## src/rtl/divider_arbiter.sv

```systemverilog
// -----------------------------------------------------------------------------
// divider_arbiter
// Shares one iterative binary divider among NUM_REQ requesters. Requests are
// granted round-robin, operands are captured at grant, obviously bad
// operations (divide-by-zero, quotient wider than 8 bits) are answered
// without engaging the divider, and a watchdog aborts a divider that never
// reports done. Every answer carries the requester index and a 2-bit status.
//
// Ports
//   clk, reset        clock (posedge) and synchronous active-high reset
//   req_valid_i       per-requester request level, held until granted
//   req_dividend_i    packed 16-bit dividends, requester i at [16*i +: 16]
//   req_divisor_i     packed 16-bit divisors, same packing
//   req_ready_o       one-hot, one-cycle grant
//   resp_valid_o      response valid, held until resp_ready_i
//   resp_ready_i      response consumer ready
//   resp_id_o         index of the requester being answered
//   resp_quotient_o   8-bit quotient, 8'hFF on any error
//   resp_status_o     00 ok, 01 divide-by-zero, 10 overflow, 11 timeout
//   div_enable_o      one-cycle start pulse to the divider
//   div_dividend_o    captured dividend, stable from grant to next grant
//   div_divisor_o     captured divisor, stable from grant to next grant
//   div_quotient_i    divider quotient
//   div_done_i        divider done pulse
// -----------------------------------------------------------------------------
module divider_arbiter #(
    parameter int NUM_REQ = 4,
    parameter int TIMEOUT = 32,
    localparam int IDW = $clog2(NUM_REQ),
    localparam int CW  = $clog2(TIMEOUT + 1)
) (
    input  logic                    clk,
    input  logic                    reset,
    input  logic [NUM_REQ-1:0]      req_valid_i,
    input  logic [16*NUM_REQ-1:0]   req_dividend_i,
    input  logic [16*NUM_REQ-1:0]   req_divisor_i,
    output logic [NUM_REQ-1:0]      req_ready_o,
    output logic                    resp_valid_o,
    input  logic                    resp_ready_i,
    output logic [IDW-1:0]          resp_id_o,
    output logic [7:0]              resp_quotient_o,
    output logic [1:0]              resp_status_o,
    output logic                    div_enable_o,
    output logic [15:0]             div_dividend_o,
    output logic [15:0]             div_divisor_o,
    input  logic [7:0]              div_quotient_i,
    input  logic                    div_done_i
);

    typedef enum logic [1:0] {
        IDLE  = 2'b00,
        ISSUE = 2'b01,
        WAIT  = 2'b10,
        RESP  = 2'b11
    } state_t;

    localparam logic [1:0] ST_OK  = 2'b00;
    localparam logic [1:0] ST_DBZ = 2'b01;
    localparam logic [1:0] ST_OVF = 2'b10;
    localparam logic [1:0] ST_TMO = 2'b11;

    state_t               state_q,         state_d;
    logic [IDW-1:0]       rr_ptr_q,        rr_ptr_d;
    logic [NUM_REQ-1:0]   req_ready_q,     req_ready_d;
    logic                 resp_valid_q,    resp_valid_d;
    logic [IDW-1:0]       resp_id_q,       resp_id_d;
    logic [7:0]           resp_quotient_q, resp_quotient_d;
    logic [1:0]           resp_status_q,   resp_status_d;
    logic                 div_enable_q,    div_enable_d;
    logic [15:0]          div_dividend_q,  div_dividend_d;
    logic [15:0]          div_divisor_q,   div_divisor_d;
    logic [CW-1:0]        wait_cnt_q,      wait_cnt_d;

    logic                 found_s;
    logic                 hit_s;
    logic [IDW-1:0]       grant_s;
    logic [IDW:0]         idx_s;
    logic [IDW-1:0]       next_rr_s;
    logic [15:0]          sel_dividend_s;
    logic [15:0]          sel_divisor_s;
    logic                 div_zero_s;
    logic                 div_ovf_s;

    // Round-robin search: first valid requester at or above rr_ptr, with wrap.
    always_comb begin
        found_s = 1'b0;
        hit_s   = 1'b0;
        grant_s = '0;
        idx_s   = '0;
        for (int k = 0; k < NUM_REQ; k++) begin
            idx_s   = {1'b0, rr_ptr_q} + (IDW+1)'(k);
            idx_s   = (idx_s >= (IDW+1)'(NUM_REQ)) ? (idx_s - (IDW+1)'(NUM_REQ)) : idx_s;
            hit_s   = req_valid_i[idx_s[IDW-1:0]] && !found_s;
            grant_s = hit_s ? idx_s[IDW-1:0] : grant_s;
            found_s = found_s | hit_s;
        end
    end

    // Operand selection and screening for the candidate grant.
    always_comb begin
        sel_dividend_s = req_dividend_i[{grant_s, 4'b0000} +: 16];
        sel_divisor_s  = req_divisor_i[{grant_s, 4'b0000} +: 16];
        next_rr_s      = (grant_s == IDW'(NUM_REQ - 1)) ? '0 : (grant_s + IDW'(1));
        div_zero_s     = (sel_divisor_s == 16'h0000);
        // Quotient fits in 8 bits only while dividend < divisor * 256.
        div_ovf_s      = ({8'h00, sel_dividend_s} >= {sel_divisor_s, 8'h00});
    end

    // Next-state and registered-output logic.
    always_comb begin
        state_d         = state_q;
        rr_ptr_d        = rr_ptr_q;
        req_ready_d     = '0;
        resp_valid_d    = resp_valid_q;
        resp_id_d       = resp_id_q;
        resp_quotient_d = resp_quotient_q;
        resp_status_d   = resp_status_q;
        div_enable_d    = 1'b0;
        div_dividend_d  = div_dividend_q;
        div_divisor_d   = div_divisor_q;
        wait_cnt_d      = wait_cnt_q;
        case (state_q)
            IDLE: begin
                if (found_s) begin
                    req_ready_d            = '0;
                    req_ready_d[grant_s]   = 1'b1;
                    rr_ptr_d               = next_rr_s;
                    resp_id_d              = grant_s;
                    div_dividend_d         = sel_dividend_s;
                    div_divisor_d          = sel_divisor_s;
                    if (div_zero_s) begin
                        state_d         = RESP;
                        resp_valid_d    = 1'b1;
                        resp_quotient_d = 8'hFF;
                        resp_status_d   = ST_DBZ;
                    end else if (div_ovf_s) begin
                        state_d         = RESP;
                        resp_valid_d    = 1'b1;
                        resp_quotient_d = 8'hFF;
                        resp_status_d   = ST_OVF;
                    end else begin
                        // Enable register rises with ISSUE so the pulse covers exactly that cycle.
                        state_d         = ISSUE;
                        div_enable_d    = 1'b1;
                    end
                end else begin
                    state_d = IDLE;
                end
            end
            ISSUE: begin
                state_d    = WAIT;
                wait_cnt_d = '0;
            end
            WAIT: begin
                if (div_done_i) begin
                    state_d         = RESP;
                    resp_valid_d    = 1'b1;
                    resp_quotient_d = div_quotient_i;
                    resp_status_d   = ST_OK;
                    wait_cnt_d      = '0;
                end else if ((wait_cnt_q + CW'(1)) == CW'(TIMEOUT)) begin
                    state_d         = RESP;
                    resp_valid_d    = 1'b1;
                    resp_quotient_d = 8'hFF;
                    resp_status_d   = ST_TMO;
                    wait_cnt_d      = '0;
                end else begin
                    wait_cnt_d = wait_cnt_q + CW'(1);
                end
            end
            RESP: begin
                if (resp_ready_i) begin
                    state_d      = IDLE;
                    resp_valid_d = 1'b0;
                end else begin
                    state_d      = RESP;
                end
            end
            default: begin
                state_d      = IDLE;
                resp_valid_d = 1'b0;
            end
        endcase
    end

    // State and output registers with synchronous reset.
    always_ff @(posedge clk) begin
        if (reset) begin
            state_q         <= IDLE;
            rr_ptr_q        <= '0;
            req_ready_q     <= '0;
            resp_valid_q    <= 1'b0;
            resp_id_q       <= '0;
            resp_quotient_q <= 8'h00;
            resp_status_q   <= 2'b00;
            div_enable_q    <= 1'b0;
            div_dividend_q  <= 16'h0000;
            div_divisor_q   <= 16'h0000;
            wait_cnt_q      <= '0;
        end else begin
            state_q         <= state_d;
            rr_ptr_q        <= rr_ptr_d;
            req_ready_q     <= req_ready_d;
            resp_valid_q    <= resp_valid_d;
            resp_id_q       <= resp_id_d;
            resp_quotient_q <= resp_quotient_d;
            resp_status_q   <= resp_status_d;
            div_enable_q    <= div_enable_d;
            div_dividend_q  <= div_dividend_d;
            div_divisor_q   <= div_divisor_d;
            wait_cnt_q      <= wait_cnt_d;
        end
    end

    assign req_ready_o     = req_ready_q;
    assign resp_valid_o    = resp_valid_q;
    assign resp_id_o       = resp_id_q;
    assign resp_quotient_o = resp_quotient_q;
    assign resp_status_o   = resp_status_q;
    assign div_enable_o    = div_enable_q;
    assign div_dividend_o  = div_dividend_q;
    assign div_divisor_o   = div_divisor_q;

endmodule

```

## config.mk

```make
export PLATFORM = sky130hd
export DESIGN_NAME = divider_arbiter
export DESIGN_NICKNAME = d
export VERILOG_FILES = /design/src/rtl/divider_arbiter.sv
export SDC_FILE = /design/constraint.sdc
export NUM_CORES = 1
export LEC_CHECK = 0
export BUFFER_PORTS_ARGS = -buffer_cell sky130_fd_sc_hd__buf_4
export CELL_PAD_IN_SITES_DETAIL_PLACEMENT = 1
export CELL_PAD_IN_SITES_GLOBAL_PLACEMENT = 2
export CORE_MARGIN = 2
export CORE_UTILIZATION = 24
export CTS_CLUSTER_SIZE = 24
export DETAILED_ROUTE_END_ITERATION = 12
export GPL_ROUTABILITY_DRIVEN = 0
export PLACE_DENSITY = 0.8
export SETUP_SLACK_MARGIN = 0.02
export SYNTH_ARGS = -nofsm -noshare
export SYNTH_HDL_FRONTEND = slang
export SYNTH_SLANG_ARGS = --single-unit
```

## constraint.sdc

```tcl
create_clock -name clk -period 4.75 [get_ports clk]
set_input_delay 0.2375 -clock clk [delete_from_list [all_inputs] [get_ports clk]]
set_output_delay 0.2375 -clock clk [all_outputs]
set_load 0.03 [all_outputs]
```

==> summary.txt, run 1 <==
Worst setup path
  • R2R cell count: 15
  • Crit Reg-Reg Startpoint: rr_ptr_q[1]$_SDFFE_PP0P_
  • WP data arrival: 4.61 ns
  • Critical path cell sequence: nand2_1 -> o22ai_1 -> or2_2 -> buf_4 -> a211oi_1 -> or2_2 -> ha_1 -> nand4_1 -> nor2_1 -> nand4_1 -> a2bb2oi_1 -> or4b_4 -> nand4_2 -> and3_1 -> o221a_1
  • CP Launch Type: flop
  • Reg2Reg Setup Slack: between 0.4 and 0.5 ns
  • R2R Path End: resp_quotient_o[1]$_SDFFE_PP0P_
  • Worst path slowest cell: or4b_4
  • Crit path largest cell delay: 0.50 ns
  • Critical setup path kind: flop to flop
  • Req. time, crit path: 5.03 ns
  • Critical Path Fanout Max: 22
  • CP endpoint kind: flop

Floorplan
  • Num rows: 46
  • Core area: 15830 sq um
  • Die area: 17200 sq um
  • Initial Utilization: between 20% and 30%
  • Die W: 131.1 um
  • DIE HEIGHT: 131.1 um
  • Top-Level Pins: approximately 190

Placement
  • Pre-CTS worst setup slack: 0.3129 ns
  • PortBufs: 193
  • Detailed Place HPWL: 12320 um

Finish
  • Nets@finish: 843
  • Share of cells above drive strength 1: 35.08%
  • ANT cells: 0
  • Syn-to-layout area delta: 49.63%

Timing
  • Final period util: ~90%
  • Setup violations, final: 0
  • Slew HR: 24.05%
  • Clock Skews: 0.005716 ns
  • Final hold violations: 0
  • Max Freq: 0.2309 GHz
  • Worst-margin pin slew: roughly 1.1 ns
  • Setup ws final: 0.4194 ns
  • Pins Over Slew Limit: 0
  • Setup TNS: 0 ns
  • RSZ-0062 raised after global routing: false
  • Post-layout min period: 4.331 ns

Clock tree
  • Post-CTS setup buffers: 0
  • Skew-Pair Late Insertion Delay: 0.34 ns
  • H-tree depth: 3
  • TritonCTS clock tree: done
  • Clock Path Buffers: 2
  • Clock slew at reported path FFs: 0.06 ns
  • CTS Buf Count: 9
  • Clock sinks: 60
  • Clk root buf: clkbuf_16
  • Hold Buf Count CTS: 0

Status
  • Outcome: finished, final reports clean

Logic synthesis
  • Ys Warns: 0
  • Most frequent cell after synthesis: nand2_1
  • Post-synthesis register bit count: 60
  • Synth Cell Area: around 3900 sq um
  • Cell taking the most area after synthesis: dfxtp_1
  • Sequential cell area fraction in the yosys report: 30.96%
  • Post-Syn Instances: 510
  • Number of synthesized flops with an enable pin: 0
  • Synth cell types: 52
  • Top cell type's share of synthesized area: 30.96%
  • Syn_nets: 671
  • Syn avg cell area: 7.608 sq um
  • Post-synth top cells: 79 x nand2_1, 61 x and3_1, 60 x dfxtp_1
  • Synth Flop Type: dfxtp_1
  • Post-synth ARST share: 0%
  • Largest cells by area after synthesis: dfxtp_1 31%, and3_1 9.8%, a211oi_1 8.7%

Detailed routing
  • Initial DRC Count: 253
  • Via density per instance: 5.027
  • Routed WL: 16040 um
  • Via count: 4539
  • First drt pass iteration count: 4
  • Post-DR wirelength/cell: 17.76 um
  • DRC viols: 0
  • Routed Antenna Nets: 0

Global routing
  • Initial antenna violation count: 0
  • Grt ovf: 0
  • Vias in the first global route: 4786
  • First-pass GRT wire length: 25860 um
  • Overall routing resource usage: around a fifth
  • Largest net degree at the start of global routing: 62

Power and ir drop
  • Maximum VDD drop: 238.3 uV
  • Total power draw: 0.003887 W
  • Pleak: approximately 2.7 nW
  • Pwr per Cell Area: 669.6 nW/um^2

Hold path
  • Min-delay src: div_quotient_i[6]
  • Hold endpoint: resp_quotient_o[6]$_SDFFE_PP0P_
  • Hold Path Cell Cnt: 2
  • Hold Path Class: primary input to flop

Flow run
  • Max_cap viols: 0
final cells by class:
| class | count | area, sq um |
|---|---|---|
| fillers | 1920 | 10020 |
| multi-input cells | 401 | 2465 |
| repair buffers | 201 | 1509 |
| flip-flops and latches | 60 | 1201 |
| well taps | 216 | 270.3 |
| clock buffers | 9 | 225.2 |
| clock inverters | 7 | 98.84 |
| inverters | 9 | 36.28 |
stage by stage:
| step | util, % | hold slack, ns | instances | area [sq um] |
|---|---|---|---|---|
| floorplan | - | 0.3383 | 510 | 3880 |
| global placement | 34.62 | 0.4446 | 887 | 5479 |
| detailed placement | 34.62 | 0.4471 | 887 | 5479 |
| CTS | 36.66 | 0.1465 | 903 | 5803 |
| global route | 36.68 | 0.1523 | 903 | 5806 |
| finish | 36.68 | 0.1557 | 903 | 5806 |
state kept, by name, summed over array words and instances (netlist names), 2 cells and up:
name,count
resp_id_o,2
state_q,2
resp_status_o,2
wait_cnt_q,6
req_ready_o,4
div_divisor_o,16
rr_ptr_q,2
div_dividend_o,16
resp_quotient_o,8
layout by cell type (no fill, tap or decap), drive strengths merged, types with 5 or more instances in the layout:
cell type and count:
buf 201, nand2 80, and3 61, dfxtp 60
a211oi 47, a21oi 42, nor2 33, ha 17
or3 16, o22ai 12, a31oi 11, nand3 10
o21ai 10, inv 10, clkbuf 9, or2 8
o221a 8, nand4 7, nor2b 5
what timing repair did:
action,in CTS,in global routing
hold endpoints to repair,0,0
gates resized for setup,0,2
endpoints found under the setup margin,0,10
report_power, final:
group / internal, W / switching, W
sequential: 0.000699 / 0.000114
combinational: 0.000878 / 0.00147
clock: 0.000462 / 0.000259
total: 0.00204 / 0.00185
worst max-delay path, delay by kind of cell, from the launching register on:
kind	cells	cell delay, ns
compound gates	4	0.76
flops	1	0.41
buf+inv	1	0.38
fa+ha+maj	1	0.32
simple gates	9	2.39
cells by family (layout without fill, tap and decap cells):
kind of cell / Yosys count / in the layout / share of synthesized area, %
adder cells (fa/ha/maj): 17 / 17 / 5.482
flip-flops: 60 / 60 / 30.96
buffers and inverters: 49 / 226 / 5.675
AO/OA/AOI/OAI: 146 / 146 / 25.99
multiplexers: 2 / 2 / 0.5482
AND/OR/NAND/NOR: 236 / 236 / 31.35
worst max path at each step:
stage	start	end	slack, ns	cells after the start
2_1_floorplan	rr_ptr_q[1]$_SDFFE_PP0P_	resp_valid_o$_SDFFE_PP0P_	0.79	18
3_3_place_gp	rr_ptr_q[1]$_SDFFE_PP0P_	resp_status_o[0]$_SDFFE_PP0P_	0.66	15
3_5_place_dp	rr_ptr_q[1]$_SDFFE_PP0P_	resp_quotient_o[3]$_SDFFE_PP0P_	0.31	15
4_1_cts	rr_ptr_q[1]$_SDFFE_PP0P_	resp_quotient_o[1]$_SDFFE_PP0P_	0.27	15
5_1_grt	rr_ptr_q[1]$_SDFFE_PP0P_	resp_quotient_o[1]$_SDFFE_PP0P_	0.09	15
6_report	rr_ptr_q[1]$_SDFFE_PP0P_	resp_quotient_o[1]$_SDFFE_PP0P_	0.42	15
metal layers:
metal	track usage, %	vias up	part of all wire, %
li1	-	2224	-
met5	0	-	0
met4	5.616	0	1.7
met3	4.012	19	4.9
met2	33.42	122	51
met1	22.43	2174	42
(Power assumes the default switching activity.)
==> run 2, diff against run 1 <==
PLACE_DENSITY = 0.77   (was 0.8)
==> summary.txt, run 2 (synthesis gave the netlist of run 1 again) <==
Detailed routing
  • Via density per instance: 5.002 (-0.48%)
  • Initial DRC Count: 216 (-15%)
  • DRC viols: 0 (unchanged)
  • Routed Antenna Nets: 0 (unchanged)
  • Routed WL: 16240 um (+1.3%)
  • Via count: 4527 (-0.26%)
  • Post-DR wirelength/cell: 17.95 um (+1.1%)
  • First drt pass iteration count: 4 (unchanged)

Clock tree
  • Post-CTS Resized: 0 (unchanged)
  • TritonCTS clock tree: done
  • Clock slew at reported path FFs: 0.06 ns (about the same)
  • H-tree depth: 3 (unchanged)
  • Hold Buf Count CTS: 0 (unchanged)
  • Skew-Pair Late Insertion Delay: 0.34 ns (about the same)
  • Clock Path Buffers: 2 (unchanged)
  • Post-CTS setup buffers: 0 (unchanged)
  • CTS Buf Count: 9 (unchanged)
  • Clock sinks: 60 (unchanged)
  • Clk root buf: clkbuf_16

Power and ir drop
  • Switching power total: 0.001846 W (-0.14%)
  • Pleak: 2.707 nW (+0.58%)
  • Maximum VDD drop: 246.1 uV (+3.3%)
  • Clock share of power: 18.5% (about the same)
  • Switching part of the total: 47.34% (-0.21 points)
  • Pwr per Cell Area: 669.9 nW/um^2 (about the same)
  • Sequential Power Share: 21.0% (about the same)
  • Internal: 0.002053 W (+0.71%)
  • Combinational Power Share: 60.5% (about the same)

Global routing
  • Initial antenna violation count: 0 (unchanged)
  • Largest net degree at the start of global routing: 50 (-19%)
  • Overall routing resource usage: 18.76% (+0.059 points)
  • First-pass GRT wire length: 25650 um (-0.80%)
  • Vias in the first global route: 4799 (+0.27%)
  • Grt ovf: 0 (unchanged)

Hold path
  • Hold Path Class: primary input to flop
  • Hold Path Cell Cnt: 2 (unchanged)

Floorplan
  • Top-Level Pins: 194 (unchanged)
  • Initial Utilization: 24.51% (unchanged)
  • Core area: 15830 sq um (unchanged)
  • Die W: 131.1 um (unchanged)
  • DIE HEIGHT: 131.1 um (unchanged)
  • Die area: 17200 sq um (unchanged)
  • Num rows: 46 (unchanged)

Worst setup path
  • Critical setup path kind: flop to flop
  • CP bufs+invs: 1 (unchanged)
  • WP depth: 15 (unchanged)
  • Critical Path Fanout Max: 29 (+32%)
  • Worst path slowest cell: or4b_4
  • Critical path cell sequence: nand2_1 -> a221o_1 -> nand2_2 -> buf_4 -> a211oi_1 -> or2_2 -> ha_1 -> nand4_1 -> nor2_1 -> nand4_1 -> a2bb2oi_1 -> or4b_4 -> nand4_2 -> and3_1 -> o221a_1
  • WP data arrival: 4.54 ns (-0.07 ns)
  • CP delay by family, top: simple AND/OR/NAND/NOR gates
  • Worst path most repeated cell: nand4_1
  • R2R cell count: 15 (unchanged)
  • CP Launch Type: flop
  • Crit path largest cell delay: 0.51 ns (about the same)
  • Req. time, crit path: 5.03 ns (about the same)
  • CP endpoint kind: flop

Placement
  • Detailed Place HPWL: 12650 um (+2.7%)
  • PortBufs: 193 (unchanged)
  • Post-DP Area: 5494 sq um (+0.27%)
  • # placed instances: 889 (+0.23%)

Status
  • Outcome: finished, final reports clean

Timing
  • Max Freq: 0.2346 GHz (+1.6%)
  • Slew HR: 43.83% (+20 points)
  • Final hold violations: 0 (unchanged)
  • Post-layout min period: 4.263 ns (-0.06775 ns)
  • Setup violations, final: 0 (unchanged)
  • Worst-margin pin slew: 0.8348 ns (-0.3045 ns)
  • Setup TNS: 0 ns (unchanged)
  • RSZ-0062 raised after global routing: false
  • Pins Over Slew Limit: 0 (unchanged)
  • Final period util: 89.75% (-1.4 points)
  • Clock Skews: 0.003193 ns (-0.002524 ns)

Finish
  • Most frequent cells in the layout: 203 x buf_4, 79 x nand2_1, 61 x and3_1
  • Syn-to-layout area delta: 50.02%
  • Share of cells above drive strength 1: 35.27% (+0.19 points)
  • ANT cells: 0 (unchanged)
  • Fillers: 1948 (+1.5%)
  • Nets@finish: 845 (+0.24%)
  • Commonest non-fill, non-tap cell in the layout: buf_4
  • Non-filler instance count after layout: 905 (+0.22%)
  • Final instance area: 5821 sq um (+0.26%)

Flow run
  • Max_cap viols: 0 (unchanged)
[run 2: through the flow]
stage	utilization [%]	worst slack, ns	hold slack (ns)	power, W
CTS	36.77	0.4673	0.1439	0.003960
global route	36.77	0.1209	0.1636	0.004195
global placement	34.71	0.7078	0.4451	0.003138
detailed placement	34.71	0.4564	0.4488	0.003216
finish	36.77	0.4871	0.1585	0.003899
floorplan	-	0.7924	0.3383	0.002383
[run 2: per-layer routing]
metal / GRT usage [%] / routed length (um)
met1: 21.90 / 6895
met2: 33.42 / 8181
met3: 4.900 / 872
met4: 6.039 / 293
met5: 0 / 0
[run 2: path summary, 6_finish.rpt]
path,from,end,slack [ns]
worst max-delay path,rr_ptr_q[1]$_SDFFE_PP0P_,resp_quotient_o[5]$_SDFFE_PP0P_,0.49
worst min-delay path,div_quotient_i[3],resp_quotient_o[3]$_SDFFE_PP0P_,0.16
worst max register to register,rr_ptr_q[1]$_SDFFE_PP0P_,resp_quotient_o[5]$_SDFFE_PP0P_,0.49
worst min register to register,div_dividend_o[14]$_SDFFE_PP0P_,div_dividend_o[14]$_SDFFE_PP0P_,0.45
[run 2: area by class of cell]
class / count / area [sq um] / area share (%)
clock inverters: 6 / 87.58 / 1.505
well taps: 216 / 270.3 / 4.643
repair buffers: 203 / 1524 / 26.18
flip-flops and latches: 60 / 1201 / 20.64
multi-input cells: 401 / 2465 / 42.35
inverters: 9 / 33.78 / 0.5804
clock buffers: 10 / 239.0 / 4.106
[run 2: power groups by stage]
stage	logic (W)	registers, W	clock network (W)
detailed placement	0.00238	0.000832	0
global route	0.00259	0.000843	0.000761
finish	0.00236	0.000819	0.000721
global placement	0.00231	0.000823	0
CTS	0.00239	0.000823	0.000743
floorplan	0.00124	0.00114	0
